## config.mk

```make
export PLATFORM = sky130hd
export DESIGN_NAME = risc_v_muldiv_unit
export DESIGN_NICKNAME = d
export VERILOG_FILES = /design/src/rtl/risc_v_muldiv_unit.sv
export SDC_FILE = /design/constraint.sdc
export NUM_CORES = 1
export LEC_CHECK = 0
export BUFFER_PORTS_ARGS = -buffer_cell sky130_fd_sc_hd__buf_4
export CAP_MARGIN = 15
export CORE_MARGIN = 3
export CORE_UTILIZATION = 65
export DETAILED_ROUTE_END_ITERATION = 6
export HOLD_SLACK_MARGIN = 0.03
export PLACE_DENSITY_LB_ADDON = 0.12
export SLEW_MARGIN = 15
export SYNTH_ARGS = -nofsm -noshare
export SYNTH_HDL_FRONTEND = slang
export SYNTH_SLANG_ARGS = --single-unit
```

## constraint.sdc

```tcl
create_clock -name i_clk -period 8.1 [get_ports i_clk]
set_input_delay 1.215 -clock i_clk [delete_from_list [all_inputs] [get_ports i_clk]]
set_output_delay 1.215 -clock i_clk [all_outputs]
set_load 0.005 [all_outputs]
```

## src/rtl/risc_v_muldiv_unit.sv

```systemverilog
// rtl/risc_v_muldiv_unit.sv - iterative RV32M multiply/divide unit for the EXECUTE stage
// Radix-2 shift-add multiply and restoring divide on operand magnitudes, sign fixed up at the end.
module risc_v_muldiv_unit #(
  parameter int LENGTH = 32
) (
  input  logic              i_clk,
  input  logic              i_rst_n,
  input  logic              i_start,
  input  logic              i_flush,
  input  logic [2:0]        i_funct3,
  input  logic [LENGTH-1:0] i_a,
  input  logic [LENGTH-1:0] i_b,
  output logic              o_busy,
  output logic              o_done,
  output logic [LENGTH-1:0] o_result
);

  localparam int CW = $clog2(LENGTH + 1);
  localparam logic [CW-1:0] CNT_LOAD = CW'(LENGTH);
  localparam logic [LENGTH-1:0] MOST_NEG = {1'b1, {(LENGTH-1){1'b0}}};

  typedef enum logic [1:0] {
    IDLE = 2'd0,
    CALC = 2'd1,
    FIX  = 2'd2
  } state_e;

  state_e state_q, state_d;

  logic [2:0]          funct3_q, funct3_d;
  logic                neg_q, neg_d;
  logic                spec_q, spec_d;
  logic [LENGTH-1:0]   spec_res_q, spec_res_d;
  logic [CW-1:0]       cnt_q, cnt_d;
  logic [LENGTH-1:0]   mcand_q, mcand_d;
  logic [2*LENGTH-1:0] prod_q, prod_d;
  logic [LENGTH-1:0]   dvsr_q, dvsr_d;
  logic [LENGTH-1:0]   quo_q, quo_d;
  logic [LENGTH:0]     rem_q, rem_d;
  logic [LENGTH-1:0]   result_q, result_d;
  logic                done_q, done_d;

  logic start_fire, calc_step, fix_fire;

  logic a_signed, b_signed, a_neg, b_neg, is_div, is_rem;
  logic div_by_zero, div_ovf, start_special, start_neg;
  logic [LENGTH-1:0] a_mag, b_mag, special_res;

  always_comb begin
    a_signed    = (i_funct3 != 3'b011) && (i_funct3 != 3'b101) && (i_funct3 != 3'b111);
    b_signed    = a_signed && (i_funct3 != 3'b010);
    a_neg       = a_signed && i_a[LENGTH-1];
    b_neg       = b_signed && i_b[LENGTH-1];
    a_mag       = a_neg ? -i_a : i_a;
    b_mag       = b_neg ? -i_b : i_b;
    is_div      = i_funct3[2];
    is_rem      = i_funct3[2] && i_funct3[1];
    div_by_zero = is_div && (i_b == '0);
    div_ovf     = is_div && !i_funct3[0] && (i_a == MOST_NEG) && (i_b == '1);
    start_special = div_by_zero || div_ovf;
    start_neg   = is_rem ? a_neg : (a_neg ^ b_neg);
    if (div_by_zero) begin
      special_res = is_rem ? i_a : '1;
    end else begin
      special_res = is_rem ? '0 : i_a;
    end
  end

  logic [LENGTH:0]     mul_sum;
  logic [2*LENGTH-1:0] mul_next;
  logic [LENGTH+1:0]   div_shift, div_diff;
  logic                div_borrow;

  // Partial remainder stays below the divisor, so a borrow out of the top bit means "restore".
  always_comb begin
    mul_sum    = {1'b0, prod_q[2*LENGTH-1:LENGTH]} + (prod_q[0] ? {1'b0, mcand_q} : '0);
    mul_next   = {mul_sum, prod_q[LENGTH-1:1]};
    div_shift  = {rem_q, quo_q[LENGTH-1]};
    div_diff   = div_shift - {2'b00, dvsr_q};
    div_borrow = div_diff[LENGTH+1];
  end

  logic [2*LENGTH-1:0] prod_fix;
  logic [LENGTH-1:0]   quo_fix, rem_fix, fix_res;

  always_comb begin
    prod_fix = neg_q ? -prod_q : prod_q;
    quo_fix  = neg_q ? -quo_q : quo_q;
    rem_fix  = neg_q ? -rem_q[LENGTH-1:0] : rem_q[LENGTH-1:0];
    if (spec_q) begin
      fix_res = spec_res_q;
    end else begin
      case (funct3_q)
        3'b000:                 fix_res = prod_fix[LENGTH-1:0];
        3'b001, 3'b010, 3'b011: fix_res = prod_fix[2*LENGTH-1:LENGTH];
        3'b100, 3'b101:         fix_res = quo_fix;
        default:                fix_res = rem_fix;
      endcase
    end
  end

  always_ff @(posedge i_clk) begin
    if (!i_rst_n) begin
      state_q <= IDLE;
    end else begin
      state_q <= state_d;
    end
  end

  always_comb begin
    state_d = state_q;
    case (state_q)
      IDLE:    if (i_start) state_d = start_special ? FIX : CALC;
      CALC:    if (cnt_q == CW'(1)) state_d = FIX;
      FIX:     state_d = IDLE;
      default: state_d = IDLE;
    endcase
    if (i_flush) state_d = IDLE;
  end

  always_comb begin
    o_busy     = (state_q != IDLE);
    start_fire = (state_q == IDLE) && i_start && !i_flush;
    calc_step  = (state_q == CALC) && !i_flush;
    fix_fire   = (state_q == FIX) && !i_flush;
  end

  always_comb begin
    funct3_d   = funct3_q;
    neg_d      = neg_q;
    spec_d     = spec_q;
    spec_res_d = spec_res_q;
    cnt_d      = cnt_q;
    mcand_d    = mcand_q;
    prod_d     = prod_q;
    dvsr_d     = dvsr_q;
    quo_d      = quo_q;
    rem_d      = rem_q;
    result_d   = result_q;
    done_d     = 1'b0;
    if (start_fire) begin
      funct3_d   = i_funct3;
      neg_d      = start_neg;
      spec_d     = start_special;
      spec_res_d = special_res;
      cnt_d      = CNT_LOAD;
      mcand_d    = a_mag;
      prod_d     = {{LENGTH{1'b0}}, b_mag};
      dvsr_d     = b_mag;
      quo_d      = a_mag;
      rem_d      = '0;
    end else if (calc_step) begin
      cnt_d = cnt_q - CW'(1);
      if (funct3_q[2]) begin
        rem_d = div_borrow ? div_shift[LENGTH:0] : div_diff[LENGTH:0];
        quo_d = {quo_q[LENGTH-2:0], ~div_borrow};
      end else begin
        prod_d = mul_next;
      end
    end
    if (fix_fire) begin
      result_d = fix_res;
      done_d   = 1'b1;
    end
  end

  always_ff @(posedge i_clk) begin
    if (!i_rst_n) begin
      funct3_q   <= '0;
      neg_q      <= 1'b0;
      spec_q     <= 1'b0;
      spec_res_q <= '0;
      cnt_q      <= '0;
      mcand_q    <= '0;
      prod_q     <= '0;
      dvsr_q     <= '0;
      quo_q      <= '0;
      rem_q      <= '0;
      result_q   <= '0;
      done_q     <= 1'b0;
    end else begin
      funct3_q   <= funct3_d;
      neg_q      <= neg_d;
      spec_q     <= spec_d;
      spec_res_q <= spec_res_d;
      cnt_q      <= cnt_d;
      mcand_q    <= mcand_d;
      prod_q     <= prod_d;
      dvsr_q     <= dvsr_d;
      quo_q      <= quo_d;
      rem_q      <= rem_d;
      result_q   <= result_d;
      done_q     <= done_d;
    end
  end

  assign o_done   = done_q;
  assign o_result = result_q;

endmodule

```

==> results_dict.tcl <==
set metrics [dict create \
    crit_start "prod_q[9]" \
    ys_seq_area_share_pct 29.59 \
    grt_pass1_vias 17770 \
    hpwl_mm 44.95 \
    dieArea_mm2 0.03026 \
    cts_buffers 31 \
    routabilityCongestion 1.034 \
    synth_compound_area_share_pct 28.88 \
    yosys_warnings 0 \
    clockRootBuffer "clkbuf_16" \
    worstPathArrival_ns 4.87 \
    worst_slack_ns 3.661 \
    crit_end "o_result[17]" \
    io_buffers 104 \
    tritoncts "built" \
    diodes 0 \
    synth_top_area_cell "dfxtp_1" \
    vias_per_cell 6.852 \
    synthTopCellsByArea "dfxtp_1 30%, o21ai_0 8.5%, a21oi_1 7.1%, nand2_1 6.6%, xnor2_1 6.2%" \
    setup_viol 0 \
    path_max_fanout 10 \
    vias 19760 \
    fp.dieW_um 174.0 \
    min_path_type "reg2reg" \
    pre_cts_ws_ns 3.715 \
    synthMuxAreaShare_pct 1.754 \
    setup.worst_path.start_class "flip-flop" \
    drt_iter0_drc 2752 \
    clock-sinks 271 \
    core_area_mm2 0.02733 \
    cp_num_buf_inv 0 \
    finalSetupTns_ns 0 \
    netlist_instances 2479 \
    finalCritPeriodShare_pct 54.80 \
    timing.rr.end "o_result[17]" \
    synth_edf_count 0 \
    cts_max_level 1 \
    finalHoldViolCount 0 \
    grt_overflow_total 0 \
    critical_path.top_delay_family "simple AND/OR/NAND/NOR gates" \
    path_cells "or4_1 -> or3_1 -> nor4_1 -> nand2b_1 -> or3_1 -> nand2_1 -> xnor2_1 -> a221oi_1 -> nor3_1" \
    leakagePower_nw 7.977 \
    areaGrowthSynthToFinish_pct 10.55 \
    synth_ff_type "dfxtp_1" \
    slew_violations 0 \
    synth_cell_types 74 \
    irDropWorstVdd_mv 0.1676 \
    wl_mm 62.87 \
    clk_pin_slew_ns 0.06 \
    rows 60 \
    drive_above_1_share_pct 8.718 \
    cp.depth 9 \
    gr-usage-all-layers_pct 39.47 \
    syn-cell-area_mm2 0.01834 \
    ys_ff_latch 271 \
    start_util_pct 67.11 \
    status "completed" \
    skew_ns 0.01463 \
    ctsHoldBuffers 0 \
    crit_top_cell "or3_1" \
    routedWlPerCell_um 21.80 \
    synthSimpleGateAreaFrac_pct 19.77 \
    syn_area_per_cell_um2 7.397 \
    grt_pass1_wl_mm 97.83 \
    synth_fa_ha_area_share_pct 5.131 \
    worstSetupPathType "reg2reg" \
    total_power_mw 3.633 \
    ant_nets 0 \
    crit_path_end_kind "flip-flop" \
    power.density_mw_per_mm2 179.2 \
    reg2reg_depth 9 \
    postCtsSetupRepairBufs 0 \
    antenna_found_initial 1 \
    drt_drc_violations_left 0 \
    dp_cells 2826 \
    ios 105 \
    post_cts_resized 0 \
    die_h_um 174.0 \
    synth-async-reset-ratio_pct 0 \
    synth_top_family_by_area "compound AO/OA/AOI/OAI gates" \
    slew_headroom_pct 22.23 \
    timing.fmax_mhz 225.3 \
    worst_pin_slew_ns 1.164 \
    critPathMaxStageDelay_ns 0.82 \
    grt_max_degree 94 \
    clockBufferDepth 3 \
    synth_top_area_share_pct 29.59 \
    drtPass1Iterations 7 \
    synth_xor_area_share_pct 10.36 \
    drv_cap 0 \
    mostFrequentLayoutCells "320 x nand2_1, 310 x o21ai_0, 270 x dfxtp_1" \
    r2r_setup_slack_ns 3.66 \
    nets 2632 \
    post_layout_nonfiller_instances 2884 \
    worstReg2RegStart "prod_q[9]" \
    place_area_mm2 0.01923 \
    clock_latency_ns 0.57 \
    synth_nets 2624 \
    rsz0062_at_grt "no" \
    finalInstanceArea_mm2 0.02027 \
    critPathSlowestCell "nor4_1" \
    layout.cells.most_common "nand2_1" \
    min_period_ns 4.439 \
    worstPathRequired_ns 8.53 \
]
-- stage by stage --
step                hold WS, ns  utilization [%]
detailed placement       0.4382            70.37
floorplan                0.4186                -
CTS                      0.4548            74.19
global route             0.4666            74.19
finish                   0.4559            74.19
global placement         0.4285            70.37
-- routing by layer --
layer,vias up,wire length [um],GRT usage [%]
met3,224,8363,8.257
li1,8942,-,-
met4,4,2491,13.44
met1,9195,25400,56.63
met2,1396,26580,58.96
met5,-,30,0.3205
-- power breakdown --
group | internal [mW] | leakage [nW] | total, mW | switching, mW
sequential | 1.40 | 2.21 | 1.47 | 0.0726
combinational | 0.255 | 5.25 | 0.720 | 0.465
clock | 0.819 | 0.512 | 1.44 | 0.624
-- logic make-up after synthesis --
kind of cell | count (synthesis)
DFF | 271
muxes | 32
adders and majority gates | 74
buffers and inverters | 220
and+or+nand+nor | 771
xor gates and xnor gates | 217
AOI/OAI and AO/OA | 894
-- how the worst min path moves through the flow --
stage	startpoint	to	slack, ns	depth (start not counted)
finish	mcand_q[4]	mcand_q[4]	0.46	2
global route	mcand_q[31]	mcand_q[31]	0.47	1
CTS	mcand_q[31]	mcand_q[31]	0.45	1
detailed placement	mcand_q[31]	mcand_q[31]	0.44	1
global placement	mcand_q[31]	mcand_q[31]	0.43	1
floorplan	mcand_q[31]	mcand_q[31]	0.42	1
-- cell type report --
type	count	area [um^2]
clock buffers	37	848.3
clock inverters	21	195.2
fillers	2244	7054
inverters	69	259.0
multi-input cells	1988	12130
flip-flops and latches	271	5429
well taps	372	465.4
repair buffers	126	945.9
-- worst register-to-register path: cells and delay by family (launching register included) --
| family | cells | cell delay [ns] |
|---|---|---|
| XOR/XNOR | 1 | 0.13 |
| AND/OR/NAND/NOR | 7 | 2.99 |
| AO/OA/AOI/OAI | 1 | 0.76 |
| flip-flops | 1 | 0.41 |
-- sequential cells by signal, indices dropped and copies added (netlist names) --
register / count
dvsr_q: 32
quo_q: 32
mcand_q: 32
state_q: 2
cnt_q: 6
neg_q: 1
spec_q: 1
spec_res_q: 32
o_done: 1
prod_q: 64
o_result: 32
funct3_q: 3
rem_q: 33
-- synth_stat cells (13+ instances only) --
cell and n:
clkbuf_1 141, a211oi_1 18, or4_1 25, and2_1 39, a31oi_1 80, nand2b_1 25
nand3_1 33, nor3_1 41, nor2_1 167, o31ai_1 49, mux2i_1 31, a221oi_1 22
o21a_1 13, inv_1 68, a21oi_1 261, or3_1 30, xor2_1 87, nand2_1 320
a21o_1 40, o41ai_1 24, xnor2_1 130, ha_1 72, dfxtp_1 271, nor4_1 22
o21ai_0 310, nand4_1 18
(Power assumes the default switching activity.)
